<file path="src/rtl/hsv_pkg.sv">
// Shared definitions for the HSV colour-detect path: function codes,
// pixel formats and the channel field offsets of each format.
package hsv_pkg;
    typedef enum logic [1:0] {
        HSV_ACHROM = 2'd0,
        HSV_RED    = 2'd1,
        HSV_GRN    = 2'd2,
        HSV_BLU    = 2'd3
    } hsv_func_e;

    localparam int FMT_RGB565 = 0;
    localparam int FMT_RGB888 = 1;

    localparam int RGB565_R_LSB = 0;
    localparam int RGB565_R_W   = 5;
    localparam int RGB565_G_LSB = 5;
    localparam int RGB565_G_W   = 6;
    localparam int RGB565_B_LSB = 11;
    localparam int RGB565_B_W   = 5;

    localparam int RGB888_R_LSB = 0;
    localparam int RGB888_G_LSB = 8;
    localparam int RGB888_B_LSB = 16;
    localparam int RGB888_CH_W  = 8;
endpackage

</file>
<file path="src/rtl/rgb_unpack.sv">
// Combinational pixel unpack: splits a packed RGB565/RGB888 word into three
// channels left-aligned to CH_W bits with zero fill.
module rgb_unpack
    import hsv_pkg::*;
#(
    parameter int CH_W    = 8,
    parameter int IN_MODE = FMT_RGB565
) (
    input  logic [23:0]     i_data,
    output logic [CH_W-1:0] o_red,
    output logic [CH_W-1:0] o_green,
    output logic [CH_W-1:0] o_blue
);
    generate
        if (IN_MODE == FMT_RGB888) begin : g_888
            assign o_red   = CH_W'(i_data[RGB888_R_LSB +: RGB888_CH_W]) << (CH_W - RGB888_CH_W);
            assign o_green = CH_W'(i_data[RGB888_G_LSB +: RGB888_CH_W]) << (CH_W - RGB888_CH_W);
            assign o_blue  = CH_W'(i_data[RGB888_B_LSB +: RGB888_CH_W]) << (CH_W - RGB888_CH_W);
        end else begin : g_565
            // The top byte carries nothing in 565 mode.
            logic unused_hi;
            assign unused_hi = ^i_data[23:16];
            assign o_red   = CH_W'(i_data[RGB565_R_LSB +: RGB565_R_W]) << (CH_W - RGB565_R_W);
            assign o_green = CH_W'(i_data[RGB565_G_LSB +: RGB565_G_W]) << (CH_W - RGB565_G_W);
            assign o_blue  = CH_W'(i_data[RGB565_B_LSB +: RGB565_B_W]) << (CH_W - RGB565_B_W);
        end
    endgenerate
endmodule

</file>
<file path="src/rtl/hsv_prep_stream.sv">
// Three-stage streaming HSV front end: unpack, max/min compare, then value,
// delta, signed hue dividend and sector code, with per-stage valid/ready.
module hsv_prep_stream
    import hsv_pkg::*;
#(
    parameter int CH_W    = 8,
    parameter int IN_MODE = FMT_RGB565,
    parameter int USER_W  = 2
) (
    input  logic                   i_clk,
    input  logic                   i_rst,
    input  logic [23:0]            i_data,
    input  logic [USER_W-1:0]      i_user,
    input  logic                   i_valid,
    output logic                   o_ready,
    output logic [CH_W-1:0]        o_value,
    output logic [CH_W-1:0]        o_delta,
    output logic signed [CH_W:0]   o_dividend,
    output logic [1:0]             o_function,
    output logic [USER_W-1:0]      o_user,
    output logic                   o_valid,
    input  logic                   i_ready
);
    function automatic logic signed [CH_W:0] sdiff(input logic [CH_W-1:0] a,
                                                   input logic [CH_W-1:0] b);
        return $signed({1'b0, a}) - $signed({1'b0, b});
    endfunction

    logic ready1, ready2, ready3;
    logic v1_q, v2_q, v3_q;

    logic [CH_W-1:0]   red_d, grn_d, blu_d;
    logic [CH_W-1:0]   r1_q, g1_q, b1_q;
    logic [USER_W-1:0] user1_q;

    logic [CH_W-1:0]   max2_d, min2_d;
    hsv_func_e         sel2_d;
    logic [CH_W-1:0]   r2_q, g2_q, b2_q, max2_q, min2_q;
    hsv_func_e         sel2_q;
    logic [USER_W-1:0] user2_q;

    logic [CH_W-1:0]     delta3_d;
    logic signed [CH_W:0] div3_d;
    hsv_func_e           func3_d;
    logic [CH_W-1:0]     value_q, delta_q;
    logic signed [CH_W:0] div_q;
    hsv_func_e           func_q;
    logic [USER_W-1:0]   user_q;

    // An empty stage always loads, so bubbles collapse toward the output.
    assign ready3  = ~v3_q | i_ready;
    assign ready2  = ~v2_q | ready3;
    assign ready1  = ~v1_q | ready2;
    assign o_ready = ready1 | i_rst;

    always_ff @(posedge i_clk) begin
        if (i_rst) begin
            v1_q <= 1'b0;
            v2_q <= 1'b0;
            v3_q <= 1'b0;
        end else begin
            if (ready1) v1_q <= i_valid;
            if (ready2) v2_q <= v1_q;
            if (ready3) v3_q <= v2_q;
        end
    end

    // S1: unpack and expand
    rgb_unpack #(.CH_W(CH_W), .IN_MODE(IN_MODE)) u_unpack (
        .i_data  (i_data),
        .o_red   (red_d),
        .o_green (grn_d),
        .o_blue  (blu_d)
    );

    always_ff @(posedge i_clk) begin
        if (ready1 && i_valid) begin
            r1_q    <= red_d;
            g1_q    <= grn_d;
            b1_q    <= blu_d;
            user1_q <= i_user;
        end
    end

    // S2: compare, ties resolve red > green > blue
    always_comb begin
        sel2_d = HSV_BLU;
        max2_d = b1_q;
        if (r1_q >= g1_q && r1_q >= b1_q) begin
            sel2_d = HSV_RED;
            max2_d = r1_q;
        end else if (g1_q >= b1_q) begin
            sel2_d = HSV_GRN;
            max2_d = g1_q;
        end
        min2_d = r1_q;
        if (g1_q < min2_d) min2_d = g1_q;
        if (b1_q < min2_d) min2_d = b1_q;
    end

    always_ff @(posedge i_clk) begin
        if (ready2 && v1_q) begin
            r2_q    <= r1_q;
            g2_q    <= g1_q;
            b2_q    <= b1_q;
            max2_q  <= max2_d;
            min2_q  <= min2_d;
            sel2_q  <= sel2_d;
            user2_q <= user1_q;
        end
    end

    // S3: subtract
    always_comb begin
        delta3_d = max2_q - min2_q;
        func3_d  = sel2_q;
        case (sel2_q)
            HSV_RED: div3_d = sdiff(g2_q, b2_q);
            HSV_GRN: div3_d = sdiff(b2_q, r2_q);
            default: div3_d = sdiff(r2_q, g2_q);
        endcase
        if (delta3_d == '0) begin
            func3_d = HSV_ACHROM;
            div3_d  = '0;
        end
    end

    always_ff @(posedge i_clk) begin
        if (i_rst) begin
            value_q <= '0;
            delta_q <= '0;
            div_q   <= '0;
            func_q  <= HSV_ACHROM;
            user_q  <= '0;
        end else if (ready3 && v2_q) begin
            value_q <= max2_q;
            delta_q <= delta3_d;
            div_q   <= div3_d;
            func_q  <= func3_d;
            user_q  <= user2_q;
        end
    end

    assign o_value    = value_q;
    assign o_delta    = delta_q;
    assign o_dividend = div_q;
    assign o_function = func_q;
    assign o_user     = user_q;
    assign o_valid    = v3_q;
endmodule

</file>
<file path="config.mk">
export PLATFORM = sky130hd
export DESIGN_NAME = hsv_prep_stream
export DESIGN_NICKNAME = d
export VERILOG_FILES = /design/src/rtl/hsv_pkg.sv /design/src/rtl/rgb_unpack.sv /design/src/rtl/hsv_prep_stream.sv
export SDC_FILE = /design/constraint.sdc
export NUM_CORES = 1
export LEC_CHECK = 0
export ABC_AREA = 1
export BUFFER_PORTS_ARGS = -buffer_cell sky130_fd_sc_hd__buf_4
export CAP_MARGIN = 20
export CORE_ASPECT_RATIO = 0.9
export CORE_UTILIZATION = 56
export DETAILED_ROUTE_END_ITERATION = 8
export PLACE_DENSITY = 0.85
export SETUP_SLACK_MARGIN = 0.2
export SLEW_MARGIN = 20
export SYNTH_ARGS = -nofsm -noshare
export SYNTH_HDL_FRONTEND = slang
export SYNTH_SLANG_ARGS = --single-unit
</file>
<file path="constraint.sdc">
create_clock -name i_clk -period 8.2 [get_ports i_clk]
set_clock_uncertainty 0.2 [all_clocks]
set_input_delay 1.23 -clock i_clk [delete_from_list [all_inputs] [get_ports i_clk]]
set_output_delay 1.23 -clock i_clk [all_outputs]
set_load 0.03 [all_outputs]
</file>
==> results.py, run 1 <==
metrics = {
    "run_status": {
        "status": "complete, no violations",
    },
    "die": {
        "initial_utilization_pct": 57.78,
        "dieArea_sq_mm": 0.008103,
        "rows": 30,
        "die_h_um": 85.50,
        "io_pins": 61,
        "fp.dieW_um": 94.78,
        "coreArea_sq_mm": 0.007507,
    },
    "clock_network": {
        "holdBufCountCts": 0,
        "cts_setup_buffers": 0,
        "insertion_delay_ns": 0.35,
        "cts_sinks": 76,
        "cts_buffers": 9,
        "cts_root_buffer": "clkbuf_8",
        "cts_tree": "yes",
        "path_clk_slew_ns": 0.08,
        "cts_buffer_depth": 2,
        "htree_levels": 3,
        "post_cts_resized": 0,
    },
    "worst_setup_path": {
        "arrival_ns": 2.15,
        "timing.rr.start": "g1_q[5]",
        "cp_data_required_time_ns": 6.77,
        "cp-end-kind": "output pin",
        "cp_common_cell": "nor2_1",
        "path_delay_family": "simple AND/OR/NAND/NOR gates",
        "max_stage_delay_ns": 0.21,
        "ff2ff_path_depth": 14,
        "path_class": "in -> out",
        "r2r_setup_slack_ns": 4.73,
        "cp_slowest_cell": "nor2_1",
        "startpoint_type": "input pin",
        "cp_cell_sequence": "buf_4 > nor2_1 > inv_1 > nor2_1 > inv_1 > nor2_1 > nand2_1 > buf_4",
        "critPathMaxFanout": 3,
        "path_buf_inv": 4,
        "r2r_end": "min2_q[6]",
    },
    "power": {
        "p_leak_nw": 2.390,
        "peakVddDrop_mv": 0.1381,
        "power_w": 0.0009303,
        "powerDensity_mw_per_mm2": 188.1,
    },
    "worst_hold_path": {
        "hold_end": "user2_q[0]",
        "min_path_cells": 0,
        "hold_class": "reg -> reg",
        "holdCritStartpoint": "user1_q[0]",
    },
    "timing": {
        "finalHoldViolCount": 0,
        "tightest_slew_ns": 0.6692,
        "period_needed_ns": 3.580,
        "maxSlewViolCount": 0,
        "min_period_over_period_pct": 43.66,
        "rsz0062_at_grt": "false",
        "finalSetupTns_ns": 0,
        "setup_viol": 0,
        "relSlewSlack_pct": 55.34,
        "max_freq_ghz": 0.2793,
    },
    "finish": {
        "fin_nets": 627,
        "layout-drive-gt1-share_pct": 13.67,
        "antennaDiodeCount": 0,
        "area.growth.synth_to_final_pct": 13.99,
        "fill_cells": 599,
    },
    "global_route": {
        "antenna_found_initial": 0,
        "overflow": 0,
        "grt_pass1_vias": 3162,
        "grt_max_degree": 33,
        "grt_pass1_wl_um": 14040,
        "gr-usage-all-layers_pct": 22.81,
    },
    "routing": {
        "via_count": 3448,
        "antenna_left": 0,
        "vias_per_cell": 5.288,
        "initialDrtViolationCount": 161,
        "firstDrtPassIters": 5,
        "wl_um": 8488,
        "wl_per_cell_um": 13.02,
        "drc_errors": 0,
    },
    "synth": {
        "syn-cell-area_sq_mm": 0.004338,
        "synthMostInstantiatedCell": "nand2_1",
        "synth-seq-cells": 76,
        "synth_area_leaders": "edfxtp_1, ha_1, dfxtp_1, nand2_1, inv_1",
        "synth_cells": 503,
        "synthArstFlopShare_pct": 0,
        "synth_top_area_share_pct": 34.61,
        "yosysWarnings": 0,
        "postSynthAreaPerCell_sq_um": 8.624,
        "synth_top_cell_by_area": "edfxtp_1",
        "synth_commonest_cells": "nand2_1, inv_1, edfxtp_1, ha_1, nor2_1",
        "ys_types": 33,
        "synth_edf_count": 50,
        "synth_flop_cell": "edfxtp_1",
        "ys_seq_area_share_pct": 46.61,
    },
    "placement": {
        "hpwl_um": 6692,
        "port_buffers": 46,
        "gp_congestion": 0.8862,
    },
    "run": {
        "maxCapViolations": 0,
    },
}
-- routing by layer --
metal  track usage, %  vias to the layer above  wire [um]
li1                 -                     1731          -
met3            4.965                       17        451
met5                0                        -          0
met1            29.05                     1600       3784
met4            9.091                        0        139
met2            37.80                      100       4112
-- power by group --
part / switching [W] / total [W] / internal, W
Combinational: 0.000119 / 0.000187 / 0.0000677
Sequential: 0.0000149 / 0.000450 / 0.000435
Clock: 0.000148 / 0.000294 / 0.000146
-- worst max path at each step --
stage,startpoint,end,depth (start not counted)
floorplan,i_ready,o_ready,6
global placement,i_ready,o_ready,8
detailed placement,i_ready,o_ready,8
CTS,i_ready,o_ready,8
global route,g1_q[5],min2_q[7],14
finish,i_ready,o_ready,8
-- layout by cell type, fill, tap and decap left out, drive strengths merged --
cell and instances:
o21a 1, or2 3, bufinv 1, o21ai 33, xnor2 1, conb 6
edfxtp 50, buf 46, a21o 1, a31oi 1, inv 92, dfxtp 26
clkinvlp 2, nand3 36, clkbuf 9, o21bai 2, nand3b 5, nand4 3
ha 42, a21oi 30, o211ai 4, nor2 44, fa 4, o22ai 2
nand2 111, a211oi 1
-- state kept, by name, indices dropped and copies added, names as in the netlist, 2 cells and up --
name	count
user2_q	2
b2_q	5
min2_q	6
o_function	2
g2_q	6
o_user	2
sel2_q	2
o_delta	6
max2_q	6
o_dividend	7
user1_q	2
o_value	6
g1_q	6
r2_q	5
r1_q	5
b1_q	5
-- cells by family after synthesis --
family	Yosys count	share of synthesized area [%]
AND/OR/NAND/NOR	202	20.07
adder cells (fa/ha/maj)	46	13.96
other	1	0.08645
AO/OA/AOI/OAI	75	9.518
buffers and inverters	102	9.547
XOR/XNOR	1	0.2019
flip-flops	76	46.61
-- metrics by stage --
stage          instance area, sq um  hold WS [ns]  utilization (%)  instances  worst slack (ns)
2_1_floorplan                  4357        0.2003                -        508             4.820
3_3_place_gp                   4738        0.2070            63.12        636             4.606
3_5_place_dp                   4738        0.2056            63.12        636             4.619
4_1_cts                        4945        0.2259            65.87        652             4.613
5_1_grt                        4945        0.2484            65.87        652             4.317
6_report                       4945        0.2235            65.87        652             4.620
-- cell type report --
| class | count | area (sq um) | share of cell area [%] |
|---|---|---|---|
| Multi-Input combinational cell | 330 | 1921 | 38.84 |
| Tap cell | 96 | 120.1 | 2.429 |
| Clock buffer | 9 | 123.9 | 2.505 |
| Inverter | 88 | 330.3 | 6.680 |
| Sequential cell | 76 | 2022 | 40.89 |
| Clock inverter | 7 | 82.58 | 1.670 |
| Timing Repair Buffer | 46 | 345.3 | 6.984 |
Note: power is estimated with default switching activity, not from simulation.
==> run 2: changes to the inputs <==
--- a/config.mk
+++ b/config.mk
@@ -9,9 +9,9 @@
 export BUFFER_PORTS_ARGS = -buffer_cell sky130_fd_sc_hd__buf_4
 export CAP_MARGIN = 20
 export CORE_ASPECT_RATIO = 0.9
-export CORE_UTILIZATION = 56
+export CORE_UTILIZATION = 52
 export DETAILED_ROUTE_END_ITERATION = 8
-export PLACE_DENSITY = 0.85
+export PLACE_DENSITY = 0.83
 export SETUP_SLACK_MARGIN = 0.2
 export SLEW_MARGIN = 20
 export SYNTH_ARGS = -nofsm -noshare
==> constraint.sdc (replaced) <==
create_clock -name i_clk -period 3.2 [get_ports i_clk]
set_clock_uncertainty 0.2 [all_clocks]
set_input_delay 0.48 -clock i_clk [delete_from_list [all_inputs] [get_ports i_clk]]
set_output_delay 0.48 -clock i_clk [all_outputs]
set_load 0.03 [all_outputs]
==> results.py, run 2 (synthesis results as in run 1) <==
metrics = {
    "worst_setup_path": {
        "cp-endpoint": "min2_q[2]",
        "path_delay_family": "compound AO/OA/AOI/OAI gates",
        "cp_slowest_cell": "edfxtp_1",
        "ff2ff_path_depth": 14,
        "cp_data_required_time_ns": 3.10,
        "cp_cell_sequence": "inv_1 > ha_4 > nand2_2 > o21bai_4 > nand3_4 > buf_6 > o21ai_4 > ha_4 > a21oi_2 > nor2_1 > a211oi_2 > nand2_2 > inv_1 > nor2_1",
        "path_buf_inv": 3,
        "timing.rr.start": "r1_q[7]",
        "max_stage_delay_ns": 0.42,
        "critPathMaxFanout": 7,
        "cp-end-kind": "register",
        "path_class": "reg -> reg",
        "cp_num_cells": 14,
        "crit_start": "r1_q[7]",
        "r2r_end": "min2_q[2]",
        "r2r_setup_slack_ns": 0.25,
        "arrival_ns": 2.86,
        "startpoint_type": "register",
    },
    "routing": {
        "wl_per_cell_um": 14.20,
        "firstDrtPassIters": 7,
        "initialDrtViolationCount": 315,
        "vias_per_cell": 5.274,
        "via_count": 3560,
        "antenna_left": 0,
        "wl_um": 9587,
        "drc_errors": 0,
    },
    "die": {
        "rows": 31,
        "io_pins": 61,
        "dieArea_sq_mm": 0.008712,
        "initial_utilization_pct": 53.77,
        "die_h_um": 88.65,
        "fp.dieW_um": 98.28,
        "coreArea_sq_mm": 0.008068,
    },
    "timing": {
        "max_freq_ghz": 0.3388,
        "finalHoldViolCount": 0,
        "setup_viol": 0,
        "finalSetupTns_ns": 0,
        "rsz0062_at_grt": "false",
        "relSlewSlack_pct": 53.82,
        "min_period_over_period_pct": 92.24,
        "maxSlewViolCount": 0,
        "tightest_slew_ns": 0.6919,
        "period_needed_ns": 2.952,
    },
    "global_route": {
        "antenna_found_initial": 0,
        "grt_max_degree": 33,
        "gr-usage-all-layers_pct": 22.43,
        "grt_pass1_wl_um": 15160,
        "grt_pass1_vias": 3456,
        "overflow": 0,
    },
    "placement": {
        "placed_area_sq_mm": 0.004787,
        "hpwl_um": 6862,
        "dp_cells": 645,
        "port_buffers": 46,
        "gp_congestion": 0.8720,
    },
    "finish": {
        "final_common_cell": "nand2_1",
        "fin_nets": 647,
        "largest_reg_flops": 7,
        "area.growth.synth_to_final_pct": 20.08,
        "design_area_sq_mm": 0.005209,
        "layout-drive-gt1-share_pct": 19.44,
        "antennaDiodeCount": 0,
        "stdcell_count": 675,
        "final_cell_mix": "nand2_1, inv_1, buf_4",
    },
    "power": {
        "p_sw_w": 0.0007462,
        "p_clk_share_pct": 30.3,
        "seq_power_share_pct": 47.0,
        "power_w": 0.002451,
        "intPower_w": 0.001705,
        "peakVddDrop_mv": 0.3115,
        "swShare_pct": 30.44,
        "comb_power_share_pct": 22.7,
        "p_leak_nw": 2.503,
        "powerDensity_mw_per_mm2": 470.6,
    },
    "clock_network": {
        "cts_root_buffer": "clkbuf_8",
        "cts_tree": "yes",
        "htree_levels": 3,
        "cts_buffer_depth": 2,
        "cts_buffers": 9,
        "cts_sinks": 76,
        "path_clk_slew_ns": 0.08,
        "insertion_delay_ns": 0.35,
        "holdBufCountCts": 0,
    },
    "run": {
        "maxCapViolations": 0,
    },
    "worst_hold_path": {
        "hold_class": "in -> reg",
    },
    "run_status": {
        "status": "complete, no violations",
    },
}
==> run 2: changes by cell type in the layout (fill, tap and decap cells not counted), sizes merged <==
cell / delta
clkinv: +3
buf: +19
inv: -3
clkbuf: +3
bufinv: -1
nand2: +1
clkinvlp: -2
==> run 2: layout make-up <==
type	count	area [sq um]
Tap cell	99	123.9
Clock inverter	4	27.53
Timing Repair Buffer	65	491.7
Fill cell	637	2859
Clock buffer	12	177.7
Multi-Input combinational cell	331	2036
Inverter	88	330.3
Sequential cell	76	2022
==> run 2: metal layers <==
| metal | vias to the layer above | track usage (%) | wire (um) |
|---|---|---|---|
| met5 | - | 0 | 0 |
| met2 | 125 | 39.69 | 4774 |
| met1 | 1636 | 27.22 | 4103 |
| met3 | 24 | 4.186 | 499 |
| li1 | 1775 | - | - |
| met4 | 0 | 9.905 | 210 |
==> run 2: worst min-delay path by stage <==
stage	startpoint	end	slack, ns	cells after the start
finish	i_data[5]	g1_q[2]	0.1	1
global route	i_data[6]	g1_q[3]	0.08	1
CTS	i_data[12]	b1_q[4]	0.09	1
detailed placement	user1_q[1]	user2_q[1]	0.21	0
global placement	user1_q[1]	user2_q[1]	0.21	0
floorplan	user1_q[0]	user2_q[0]	0.20	0
==> run 2: metrics by stage <==
stage               setup WS [ns]  hold WS (ns)  utilization [%]
finish                     0.2483       0.09858            64.56
global route               0.1702       0.08490            64.56
CTS                        0.2121       0.09085            63.07
detailed placement        0.03389        0.2089            59.34
global placement           0.1960        0.2066            59.34
floorplan                  0.3946        0.2003                -
==> run 2: repair_timing <==
| action | in CTS | in global routing |
|---|---|---|
| endpoints found under the hold margin | 0 | 0 |
| pin swaps | 4 | 7 |
| endpoints found under the setup margin | 6 | 6 |
| gates resized for setup | 9 | 17 |
| setup buffers | 7 | 6 |
| gates cloned | 1 | 0 |
==> run 2: power groups by stage <==
stage | Sequential (W) | Clock (W) | Combinational, W
CTS | 0.00115 | 0.000748 | 0.000510
finish | 0.00115 | 0.000744 | 0.000556
floorplan | 0.00119 | 0 | 0.000326
global placement | 0.00117 | 0 | 0.000463
global route | 0.00116 | 0.000779 | 0.000616
detailed placement | 0.00117 | 0 | 0.000481
==> run 3: changes to the inputs <==
--- a/config.mk
+++ b/config.mk
@@ -8,10 +8,12 @@
 export ABC_AREA = 1
 export BUFFER_PORTS_ARGS = -buffer_cell sky130_fd_sc_hd__buf_4
 export CAP_MARGIN = 20
+export CELL_PAD_IN_SITES_DETAIL_PLACEMENT = 0
+export CELL_PAD_IN_SITES_GLOBAL_PLACEMENT = 2
 export CORE_ASPECT_RATIO = 0.9
-export CORE_UTILIZATION = 52
+export CORE_UTILIZATION = 35
 export DETAILED_ROUTE_END_ITERATION = 8
-export PLACE_DENSITY = 0.83
+export PLACE_DENSITY = 0.9
 export SETUP_SLACK_MARGIN = 0.2
 export SLEW_MARGIN = 20
 export SYNTH_ARGS = -nofsm -noshare
==> constraint.sdc (replaced) <==
create_clock -name i_clk -period 2.8 [get_ports i_clk]
set_clock_uncertainty 0.2 [all_clocks]
set_input_delay 0.42 -clock i_clk [delete_from_list [all_inputs] [get_ports i_clk]]
set_output_delay 0.42 -clock i_clk [all_outputs]
set_load 0.03 [all_outputs]
==> results.py, run 3 (synthesis results as in run 1) <==
metrics = {
    "worst_setup_path": {
        "timing.rr.start": "r1_q[6]",
        "cp-endpoint": "min2_q[7]",
        "ff2ff_path_depth": 14,
        "crit_start": "r1_q[6]",
        "arrival_ns": 2.66,
        "startpoint_type": "register",
        "path_class": "reg -> reg",
        "cp_data_required_time_ns": 2.69,
        "critPathMaxFanout": 6,
        "r2r_setup_slack_ns": 0.03,
        "r2r_end": "min2_q[7]",
        "cp-end-kind": "register",
    },
    "power": {
        "peakVddDrop_mv": 0.3330,
        "powerDensity_mw_per_mm2": 589.7,
        "p_sw_w": 0.0008652,
        "seq_power_share_pct": 39.0,
        "p_clk_share_pct": 41.0,
        "intPower_w": 0.002515,
        "p_leak_nw": 2.708,
        "comb_power_share_pct": 20.0,
        "power_w": 0.003381,
        "swShare_pct": 25.59,
    },
    "global_route": {
        "overflow": 0,
        "gr-usage-all-layers_pct": 16.80,
        "grt_pass1_vias": 3369,
        "grt_pass1_wl_um": 16300,
        "antenna_found_initial": 0,
        "grt_max_degree": 33,
    },
    "routing": {
        "vias_per_cell": 4.583,
        "antenna_left": 0,
        "via_count": 3488,
        "firstDrtPassIters": 4,
        "drc_errors": 0,
        "initialDrtViolationCount": 161,
        "wl_um": 9974,
        "wl_per_cell_um": 13.11,
    },
    "placement": {
        "hpwl_um": 7467,
        "gp_congestion": 0.9200,
        "port_buffers": 46,
        "placed_area_sq_mm": 0.004962,
    },
    "timing": {
        "relSlewSlack_pct": 45.63,
        "hold_ws_ns": 0.05692,
        "finalSetupTns_ns": 0,
        "setup_viol": 0,
        "max_freq_ghz": 0.3605,
        "finalHoldViolCount": 0,
        "maxSlewViolCount": 0,
        "min_period_over_period_pct": 99.06,
        "rsz0062_at_grt": "true",
        "period_needed_ns": 2.774,
        "tightest_slew_ns": 0.8147,
    },
    "die": {
        "coreArea_sq_mm": 0.01208,
        "rows": 38,
        "fp.dieW_um": 119.4,
        "die_h_um": 107.6,
        "initial_utilization_pct": 35.92,
        "dieArea_sq_mm": 0.01284,
        "io_pins": 61,
    },
    "clock_network": {
        "cts_root_buffer": "clkbuf_16",
        "insertion_delay_ns": 0.34,
        "cts_buffer_depth": 2,
        "cts_sinks": 76,
        "cts_tree": "yes",
        "htree_levels": 3,
        "holdBufCountCts": 0,
        "path_clk_slew_ns": 0.06,
        "cts_buffers": 9,
    },
    "finish": {
        "multi_input_area_sq_mm": 0.002107,
        "fin_nets": 672,
        "antennaDiodeCount": 0,
        "largest_reg_flops": 7,
        "design_area_sq_mm": 0.005733,
        "regArea_sq_mm": 0.002022,
        "final_cell_mix": "nand2_1, inv_1, buf_4",
        "area.growth.synth_to_final_pct": 32.16,
        "fill_cells": 1166,
        "layout-drive-gt1-share_pct": 24.79,
        "final_common_cell": "nand2_1",
    },
    "worst_hold_path": {
        "min_path_cells": 1,
        "hold_class": "in -> reg",
    },
    "run_status": {
        "status": "complete, no violations",
    },
    "run": {
        "maxCapViolations": 0,
    },
}
-- run 3: cell count changes in the layout (fill, tap and decap cells not counted), sizes merged --
cell	before	now
bufinv	0	4
buf	65	90
inv	89	88
clkinv	3	1
clkbuf	12	11
-- run 3: critical path, cell delays in order, from the launching register on --
cell	delay, ns
edfxtp_1	0.42
inv_2	0.11
ha_4	0.21
nand2_4	0.08
o21bai_4	0.12
nand3_2	0.10
buf_6	0.15
o21ai_4	0.15
ha_4	0.22
a21oi_2	0.13
nor2_1	0.06
a211oi_2	0.24
nand2_2	0.15
nand2_2	0.10
o21ai_2	0.06
-- run 3: through the flow --
stage	std cells	setup slack [ns]	utilization, %
3_5_place_dp	716	-0.01846	41.09
6_report	761	0.02619	47.47
5_1_grt	761	-0.1121	47.47
4_1_cts	754	-0.03715	46.20
2_1_floorplan	508	0.1397	-
3_3_place_gp	716	0.02116	41.09
-- run 3: area by class of cell --
cell class,count,share of cell area (%)
Clock buffer,11,4.059
Clock inverter,5,2.161
Inverter,88,5.762
Multi-Input combinational cell,331,36.75
Sequential cell,76,35.27
Tap cell,160,3.492
Timing Repair Buffer,90,12.51
-- run 3: routing by layer --
metal  routed length [um]  GRT usage [%]
met5                    0              0
met4                  133          7.054
met3                  482          4.767
met2                 4574          27.53
met1                 4784          20.76
-- run 3: worst min-delay path by stage --
stage / startpoint / end / slack [ns]
floorplan: user1_q[0] / user2_q[0] / 0.20
global placement: user1_q[1] / user2_q[1] / 0.20
detailed placement: user1_q[0] / user2_q[0] / 0.21
CTS: i_data[7] / g1_q[4] / 0.04
global route: i_data[8] / g1_q[5] / 0.04
finish: i_data[7] / g1_q[4] / 0.06
-- run 3: what timing repair did --
item | CTS | global route
pin swaps | 13 | 20
setup endpoints to repair | 6 | 8
gates resized for setup | 26 | 27
gates cloned | 2 | 0
setup buffers | 20 | 7
-- run 3: power by group through the flow --
stage	combinational (W)	sequential, W	clock (W)
after CTS	0.000635	0.00132	0.00143
after floorplan	0.000382	0.00136	0
after detailed placement	0.000574	0.00134	0
final	0.000675	0.00132	0.00139
after global routing	0.000761	0.00133	0.00146
after global placement	0.000564	0.00134	0
